**src/rtl/a51_burst_decipher.sv**
```systemverilog
// rtl/a51_burst_decipher.sv - A5/1 receive-side burst decipher: key/frame load, mix, optional skip, keystream XOR
module a51_burst_decipher #(
    parameter bit          DIRECTION = 1'b1,
    parameter logic [18:0] MASK1     = 19'h72000,
    parameter logic [21:0] MASK2     = 22'h300000,
    parameter logic [22:0] MASK3     = 23'h700080
) (
    input  logic         clock,
    input  logic         reset_n,
    input  logic         start,
    input  logic [63:0]  key,
    input  logic [21:0]  frame,
    input  logic [113:0] in,
    output logic         busy,
    output logic         done,
    output logic [113:0] out
);

    typedef enum logic [2:0] {IDLE, LOAD, MIX, SKIP, GEN} state_t;

    state_t         state;
    state_t         state_next;
    logic [6:0]     count;
    logic           phase_end;
    logic [18:0]    r1, r1_next;
    logic [21:0]    r2, r2_next;
    logic [22:0]    r3, r3_next;
    logic [85:0]    load_vec;
    logic [113:0]   in_latched;
    logic           load_bit;
    logic           fb1, fb2, fb3;
    logic           maj;
    logic           en1, en2, en3;
    logic           ks;

    always_ff @(posedge clock) begin
        if (!reset_n) state <= IDLE;
        else          state <= state_next;
    end

    always_comb begin
        state_next = state;
        phase_end  = 1'b0;
        case (state)
            IDLE: if (start) state_next = LOAD;
            LOAD: begin
                phase_end = (count == 7'd85);
                if (phase_end) state_next = MIX;
            end
            MIX: begin
                phase_end = (count == 7'd99);
                if (phase_end) state_next = DIRECTION ? SKIP : GEN;
            end
            SKIP: begin
                phase_end = (count == 7'd113);
                if (phase_end) state_next = GEN;
            end
            GEN: begin
                phase_end = (count == 7'd113);
                if (phase_end) state_next = IDLE;
            end
            default: state_next = IDLE;
        endcase
    end

    // Next register contents: unconditional stepping plus key/frame injection in LOAD,
    // majority clocking everywhere else.
    always_comb begin
        fb1      = ^(r1 & MASK1);
        fb2      = ^(r2 & MASK2);
        fb3      = ^(r3 & MASK3);
        maj      = (r1[8] & r2[10]) | (r1[8] & r3[10]) | (r2[10] & r3[10]);
        load_bit = load_vec[count];
        en1      = (r1[8] == maj);
        en2      = (r2[10] == maj);
        en3      = (r3[10] == maj);
        r1_next  = r1;
        r2_next  = r2;
        r3_next  = r3;
        if (state == LOAD) begin
            r1_next = {r1[17:0], fb1 ^ load_bit};
            r2_next = {r2[20:0], fb2 ^ load_bit};
            r3_next = {r3[21:0], fb3 ^ load_bit};
        end else begin
            if (en1) r1_next = {r1[17:0], fb1};
            if (en2) r2_next = {r2[20:0], fb2};
            if (en3) r3_next = {r3[21:0], fb3};
        end
        ks = r1_next[18] ^ r2_next[21] ^ r3_next[22];
    end

    // Operands are held only while a run is in flight, so they need no reset.
    always_ff @(posedge clock) begin
        if (state == IDLE && start) begin
            load_vec   <= {frame, key};
            in_latched <= in;
        end
    end

    always_ff @(posedge clock) begin
        if (!reset_n) begin
            r1    <= '0;
            r2    <= '0;
            r3    <= '0;
            count <= '0;
            out   <= '0;
            busy  <= 1'b0;
            done  <= 1'b0;
        end else begin
            done <= 1'b0;
            if (state == IDLE) begin
                if (start) begin
                    r1    <= '0;
                    r2    <= '0;
                    r3    <= '0;
                    out   <= '0;
                    count <= '0;
                    busy  <= 1'b1;
                end
            end else begin
                r1    <= r1_next;
                r2    <= r2_next;
                r3    <= r3_next;
                count <= phase_end ? 7'd0 : count + 7'd1;
                if (state == GEN) begin
                    out[count] <= in_latched[count] ^ ks;
                    if (phase_end) begin
                        done <= 1'b1;
                        busy <= 1'b0;
                    end
                end
            end
        end
    end

endmodule

```
**config.mk**
```make
export PLATFORM = sky130hd
export DESIGN_NAME = a51_burst_decipher
export DESIGN_NICKNAME = d
export VERILOG_FILES = /design/src/rtl/a51_burst_decipher.sv
export SDC_FILE = /design/constraint.sdc
export NUM_CORES = 1
export LEC_CHECK = 0
export CAP_MARGIN = 15
export CORE_ASPECT_RATIO = 1.1
export CORE_MARGIN = 1
export CORE_UTILIZATION = 50
export CTS_CLUSTER_SIZE = 28
export DETAILED_ROUTE_END_ITERATION = 8
export PLACE_DENSITY = 0.89
export SKIP_CTS_REPAIR_TIMING = 1
export SLEW_MARGIN = 10
export SYNTH_ARGS = -nofsm -noshare
export SYNTH_HDL_FRONTEND = slang
export SYNTH_SLANG_ARGS = --single-unit
```
**constraint.sdc**
```tcl
create_clock -name clock -period 10.5 [get_ports clock]
set_clock_uncertainty 0.2 [all_clocks]
set_input_delay 1.05 -clock clock [delete_from_list [all_inputs] [get_ports clock]]
set_output_delay 1.05 -clock clock [all_outputs]
set_load 0.01 [all_outputs]
```
# Word level (Yosys, flattened, before mapping)
# Cells that the tools add are included.
[classes] n_eq_ne=15 order_cmp=2 n_bitwise=13 n_addsub=1 mux=37 reduce_logical=19
[op_table] operator="two-way mux 114 bit" n=3
[op_table] operator="bitwise mux 114 bit" n=1
[op_table] operator="two-way mux 23 bit" n=4
[op_table] operator="two-way mux 22 bit" n=4
[op_table] operator="two-way mux 19 bit" n=4
[op_table] operator="parity 23 bit" n=1
[op_table] operator="parity 22 bit" n=1
[op_table] operator="== test 7 bit, second input constant" n=3
[op_table] operator="two-way mux 7 bit" n=3
[op_table] operator="parity 19 bit" n=1
[op_table] operator="two-way mux 3 bit" n=5
[op_table] operator="case mux 3 bit (5 select lines)" n=1
[op_table] operator="binary-select mux 1 bit (select 7 bit)" n=2
[op_table] operator="inequality test 2 bit, second input constant" n=5
[op_table] operator="nonzero test 3 bit" n=3
[op_table] operator="< comparator 7 x 8 -> 1 bit, second input constant" n=1
[op_table] operator="two-way mux 1 bit" n=8
[op_table] operator="AND reduction 2 bit" n=4
[op_table] operator="adder 7 x 1 -> 7 bit, second input constant" n=1
[op_table] operator="demux 1 bit (select 7 bit)" n=1
[op_table] operator=">= comparator 7 x 1 -> 1 bit, second input constant" n=1
[op_table] operator="== test 3 x 2 -> 1 bit, second input constant" n=2
[op_table] operator="XOR 1 bit" n=6
[op_table] operator="AND reduction 5 bit" n=1
[op_table] operator="13 further kinds" n=21
[totals] input_bits=203 out_inout_bits=116 elab_cells=100 regBits=390

# Logic depth before layout (Yosys ltp)
# Gate-level depths: netlist (run 1).
[logic_depth] ltp_word=12 ltp_mapped=14 depth_no_buf=9

# Worst setup path after synthesis (run 1)
# No wires, ideal clock.
[synth_timing] path_kind="input port to flip-flop" start="input port start" end="register out[94]" path_buffers=2 setup_slack_ps=3701 setup_time_ps=130 t_required_ps=10170 stages=7 t_arrival_ps=6468 cell_sequence="nand2_1 inv_1 nor2_1 clkbuf_1 clkbuf_1 nand3_1 o31ai_1"
[synth_between] elab_chain_len=2
[synth_lines] element="start: declaration" line_no="10" source="input logic start,"
[synth_lines] element="inequality test 2 bit (no source line)"
[synth_lines] element="AND reduction 2 bit (no source line)"
[synth_lines] element="end signal: indexed assignment" line_no="126" source="out[count] <= in_latched[count] ^ ks;"
[synth_lines] element="end: declaration" line_no="16" source="output logic [113:0] out"
# Every way passes these cells.
# A chain may end at the register's enable or synchronous reset.

# Worst setup path after layout (run 1)
[layout_timing] start="register count[2]" end="register out[33]"
[layout_between] elab_chain_len=7 elab_cells_between_ends=11 cone_classes="order compare (2); mux (7); bitwise (1); reduce/logical (1)"
[layout_lines] element="start: declaration" line_no="23" source="logic [6:0] count;"
[layout_lines] element="start signal: assignment" line_no="124" source="count <= phase_end ? 7'd0 : count + 7'd1;"
[layout_lines] element="< comparator 7 x 8 -> 1 bit (not written as such) or >= comparator 7 x 1 -> 1 bit (tied branches)" line_no="126"
[layout_lines] element="logical AND 1 bit (not written as such)" line_no="126"
[layout_lines] element="two-way mux 1 bit (not written as such)" line_no="126"
[layout_lines] element="demux 1 bit (select 7 bit)" line_no="126"
[layout_lines] element="bitwise mux 114 bit *" line_no="126"
[layout_lines] element="two-way mux 114 bit *" line_no="125" source="if (state == GEN) begin"
[layout_lines] element="two-way mux 114 bit *" line_no="111" source="if (state == IDLE) begin"
# Every way passes the cells marked *; elsewhere a longest branch is shown, timed or not. The select of a mux whose other input is x is not followed.

==> results of run 1 <==
worst paths after layout:
| kind | to | slack, ps |
|---|---|---|
| setup / recovery | out[33] | 6140 |
| hold / removal | r2[2] | 220 |
| setup reg to reg | out[33] | 6140 |
| hold reg to reg | r2[2] | 220 |
registers in the layout, indices dropped and copies added, names as in the netlist:
register and flops:
count 7, done 1, state 3, out 114, r3 23, load_vec 86
in_latched 114, busy 1, r1 19, r2 22
cells by family (layout without fill, tap and decap cells):
family / Yosys count / in the layout / synth area share [%]
simple gates: 470 / 470 / 13.5
flops: 390 / 390 / 61.7
compound gates: 375 / 375 / 16.0
buf+inv: 130 / 427 / 3.93
mux: 45 / 45 / 3.67
xor+xnor: 12 / 12 / 0.755
fa+ha+maj: 6 / 6 / 0.456
power groups by stage:
stage               clock network, mW  registers [mW]  logic [mW]
floorplan                           0            1.93       0.637
global placement                    0            1.92       0.830
detailed placement                  0            1.93       0.856
CTS                              1.40            1.90       0.860
global route                     1.46            1.91       0.960
finish                           1.39            1.90       0.898
worst max-delay path, stage by stage (launching register included):
cell and delay [ps]:
dfxtp_4 660, buf_4 620, nor3b_2 170, buf_4 240, a22oi_1 160, a21oi_1 90
o41a_1 440, o41ai_2 260, o2111ai_2 240, xnor2_4 170, buf_4 420, buf_16 320
o31ai_1 150
layer usage:
| layer | wire (µm) | part of all wire [%] | global-route usage (%) |
|---|---|---|---|
| met1 | 16800 | 36 | 35.5 |
| met2 | 23200 | 49 | 47.8 |
| met3 | 4810 | 10 | 6.27 |
| met4 | 2210 | 4.7 | 12.8 |
| met5 | 0 | 0 | 0 |
Yosys cell counts (3+ instances only):
cell type    n  area (µm²)
nor3_1      18        90.1
and2_1       8        50.1
ha_1         5        62.6
a211oi_1     5        37.5
o221ai_1     4        35.0
nor2b_1      8        50.1
buf_4        6        45.0
mux2_2       6        67.6
buf_2       18        90.1
mux4_2      10         225
o31ai_1     89         668
o22ai_1     11        68.8
or2_2        3        18.8
o41ai_1      6        52.6
o21ai_1      3        15.0
a31oi_1      9        56.3
a21oi_1     98         490
nand2_1    184         691
buf_8        6        90.1
nor4_1       3        18.8
a222oi_1     3        30.0
nand4_1      7        43.8
nor3b_1      4        30.0
or3_1        4        25.0
inv_1       11        41.3
a22oi_1     14         105
xor2_1       3        26.3
clkbuf_1    82         308
nand2b_1     8        50.1
nor2_1      47         176
dfxtp_1    190        3800
a221oi_1    19         166
o21ai_0     42         210
nand3_1    165         826
and3_1       4        25.0
mux2i_1     29         290
xnor2_1      7        61.3
o211ai_1    38         285
buf_6        3        33.8
edfxtp_1   200        6010
a22o_1       8        70.1
stage by stage:
stage | setup slack [ps] | hold WS, ps | instances | power [mW]
floorplan | 3700 | 227 | 1428 | 2.56
global placement | 6070 | 232 | 2072 | 2.75
detailed placement | 5960 | 242 | 2072 | 2.79
CTS | 5890 | 219 | 2142 | 4.16
global route | 5910 | 247 | 2145 | 4.33
finish | 6140 | 215 | 2145 | 4.19
final cells by class:
class | count | area, µm² | share of cell area (%)
inverter | 13 | 58.8 | 0.286
timing repair buffer | 344 | 3390 | 16.5
multi-input combinational | 908 | 5510 | 26.8
tap | 420 | 526 | 2.55
clock buffer | 52 | 1090 | 5.28
clock inverter | 18 | 191 | 0.930
sequential | 390 | 9820 | 47.7
==> run metrics, run 1 <==
max cap viols=0; Worst-Skew Late Latency=540 ps; placed wire-length estimate=31300 µm; worst r2r path cells=12; FF+latch count, synth=390; vias in the first global route=12879; logic gate share of total power=21.5%; static leakage=6.67 nW; clk slew on worst S/H paths=60 ps; Synth Cell Area=0.0159 mm²; DP Area=0.0193 mm²; sequential power share=45.4%; DIE HEIGHT=189 µm; Int Pwr=2.90 mW; total grt overflow=0; Peak VDD IR=0.178 mV; min-delay worst type=flop to flop; relative slew slack=9.65%; CTS root buf=clkbuf_16; switching part of the total=30.6%; GRT Overall Usage=28.7%; Achievable Freq=0.229 GHz; worst hold path startpoint=r2[1]; Sink Count=390; max-slew violations=0; most common cell after layout, fill and taps aside=clkdlybuf4s50_1; layout cell share with drive strength beyond 1=7.01%; largest net degree at the start of global routing=131; vias per std cell=6.17; Net Sw Power=1.28 mW; Starting Density=50.8%; Yosys cell types=71; r2r startpoint=count[2]; routed length per instance=21.9 µm; first-pass GRT wire length=71800 µm; wirelength, routed=47000 µm; Cell Pwr Density=203 mW/mm²; Tmin final=4360 ps; DIE WIDTH=172 µm; Ys Warns=0; CP Capture Type=flop; Startpoint Class=flop; Post-Synthesis Cells=1428; Critical Path AT=4550 ps; fin area=0.0206 mm²; Crit. Startpoint=count[2]; most frequent cells in the layout=clkdlybuf4s50_1, edfxtp_1, dfxtp_1, nand2_1, nand3_1; total iterations of the first detailed-routing run=6; post-route ant nets=0; RSZ-0062 raised after global routing=false; Worst-Margin Slew=1350 ps; clk buf depth=3; status=completed; Final period util=41.6%; Fillers=2263; register area share after synthesis=61.7%; Layout Nets=1904; DRT iter0 DRCs=1657; EDFF count, synth=200; H-tree depth=2; Finished Core Util=65.7%; Post-synth top flop=edfxtp_1; Setup TNS=0 ps; WS Path Type=flop to flop; DRC=0; Core Area=0.0313 mm²; hold path cells=2; die area=0.0325 mm²; GPL Wtd Cong=0.910; ANT cells=0; Clk network pwr share=33.1%; port bufs=318; asr flop ratio synth=0%; Setup Viol. Count Final=0; syn avg cell area=11.1 µm²; CP required=10690 ps; post-synthesis net count=1636; site row count=68; TritonCTS clock tree=done; Fin. Hold Viols=0; critical path fanouts, max=74; io pins=319; synthesis-to-layout area growth=29.4%; Inserted Clock Buffers=39; routed via count=13241; antenna violations before repair=0
(Power assumes the default switching activity.)
==> run 2: changes to the inputs <==
==> constraint.sdc (replaced) <==
create_clock -name clock -period 4.5 [get_ports clock]
set_clock_uncertainty 0.2 [all_clocks]
set_input_delay 0.45 -clock clock [delete_from_list [all_inputs] [get_ports clock]]
set_output_delay 0.45 -clock clock [all_outputs]
set_load 0.01 [all_outputs]
==> run 2 against run 1 <==
Effect of this change: the flow now finishes with violations (DRC); sequential power grew 130%; clock power grew 130%; largest cell class unchanged; first-iteration DRC count grew 16%.
==> run metrics, run 2 (synthesis gave the netlist of run 1 again) <==
status=finished with violations; failing checks=DRC; die area=0.0325 mm²; first-pass GRT wire length=69900 µm; largest net degree at the start of global routing=122; post-layout power=9.77 mW; Layout Nets=1914; Setup TNS=0 ps; largest registers=in_latched (114), out (114), load_vec (86); DIE WIDTH=172 µm; Multi-input gate area=0.00552 mm²; most frequent cells in the layout=clkdlybuf4s50_1, edfxtp_1, dfxtp_1, nand2_1, nand3_1; max cap viols=0; fin area=0.0207 mm²; placed insts=2084; min-delay worst type=flop to flop; Worst-Margin Slew=1190 ps; clk buf depth=3; H-tree depth=2; io pins=319; Setup Viol. Count Final=0; pre-CTS worst setup slack=1050 ps; TritonCTS clock tree=done; Tmin final=3590 ps; Sink Count=390; routed via count=13255; Achievable Freq=0.278 GHz; synthesis-to-layout area growth=30.0%; placed wire-length estimate=31700 µm; FF-to-FF setup slack=910 ps; Critical Path AT=3750 ps; CTS root buf=clkbuf_16; Starting Density=50.8%; total grt overflow=0; clk slew on worst S/H paths=70 ps; Inserted Clock Buffers=39; CP Capture Type=flop; CP max stage delay=720 ps; Fin. Hold Viols=0; Fillers=2257; vias per std cell=6.16; layout cell share with drive strength beyond 1=7.85%; Cell Pwr Density=473 mW/mm²; worst-path cell chain=buf_4 -> nor2b_1 -> a22oi_1 -> mux2i_1 -> o21ai_0 -> a41o_1 -> o2111ai_2 -> xnor2_4 -> buf_12 -> o31ai_1; static leakage=6.72 nW; DP Area=0.0194 mm²; relative slew slack=20.5%; ANT cells=0; Final WS setup=907 ps; wirelength, routed=46400 µm; critical path fanouts, max=114; post-route ant nets=0; RSZ-0062 raised after global routing=false; most common cell after layout, fill and taps aside=clkdlybuf4s50_1; total iterations of the first detailed-routing run=8; Layout Cells excl Fill=2153; routed length per instance=21.5 µm; antenna violations before repair=1; DRC=1; site row count=68; GPL Wtd Cong=0.893; CP required=4660 ps; WS Path Type=flop to flop; port bufs=318; DIE HEIGHT=189 µm; worst r2r path cells=10; vias in the first global route=12546; Startpoint Class=flop; GRT Overall Usage=27.8%; DRT iter0 DRCs=1922; Final period util=79.8%; Seq. cell area=0.00982 mm²; max-slew violations=0; Worst-Skew Late Latency=540 ps; Peak VDD IR=0.398 mV; Core Area=0.0313 mm²; hold path cells=2; Worst path slowest cell=nor2b_1
-- run 2: cell count changes in the layout (fill, tap and decap cells not counted), sizes merged --
cell      before  now
bufinv         3    2
buf           27   37
clkbuf        52   53
inv           12   13
clkinvlp       1    3
clkinv        15   10
-- run 2: final cells by class --
cell class,instances,share of cell area (%)
Inverter,13,0.266
Tap cell,420,2.54
Clock inverter,15,0.739
Timing Repair Buffer,354,16.8
Multi-Input combinational cell,908,26.7
Clock buffer,53,5.42
Sequential cell,390,47.5
-- run 2: metrics by stage --
step | hold slack [ps] | util (%)
2_1_floorplan | 228 | -
3_3_place_gp | 235 | 61.9
3_5_place_dp | 244 | 61.9
4_1_cts | 251 | 66.0
5_1_grt | 261 | 66.0
6_report | 235 | 66.0
-- run 2: final timing paths --
check | from | to
hold / removal | r2[18] | r2[19]
setup reg to reg | count[0] | out[106]
setup / recovery | count[0] | out[106]
hold reg to reg | r2[18] | r2[19]
-- run 2: critical path: cells and delay by family (launching register included) --
kind | cells | cell delay, ps
AND/OR/NAND/NOR | 1 | 720
AO/OA/AOI/OAI | 5 | 800
flip-flops | 1 | 480
XOR/XNOR | 1 | 160
buffers and inverters | 2 | 810
multiplexers | 1 | 160
-- run 2: metal layers --
| layer | track usage (%) | vias up | wire length (µm) |
|---|---|---|---|
| li1 | - | 5943 | - |
| met2 | 47.1 | 850 | 23000 |
| met5 | 0 | - | 0 |
| met1 | 35.2 | 6335 | 17400 |
| met4 | 10.7 | 0 | 1810 |
| met3 | 4.95 | 127 | 4200 |
-- run 2: report_power, final --
group	total [mW]	switching, mW	internal, mW
Clock	3.23	1.36	1.87
Sequential	4.44	0.177	4.27
Combinational	2.10	1.46	0.636
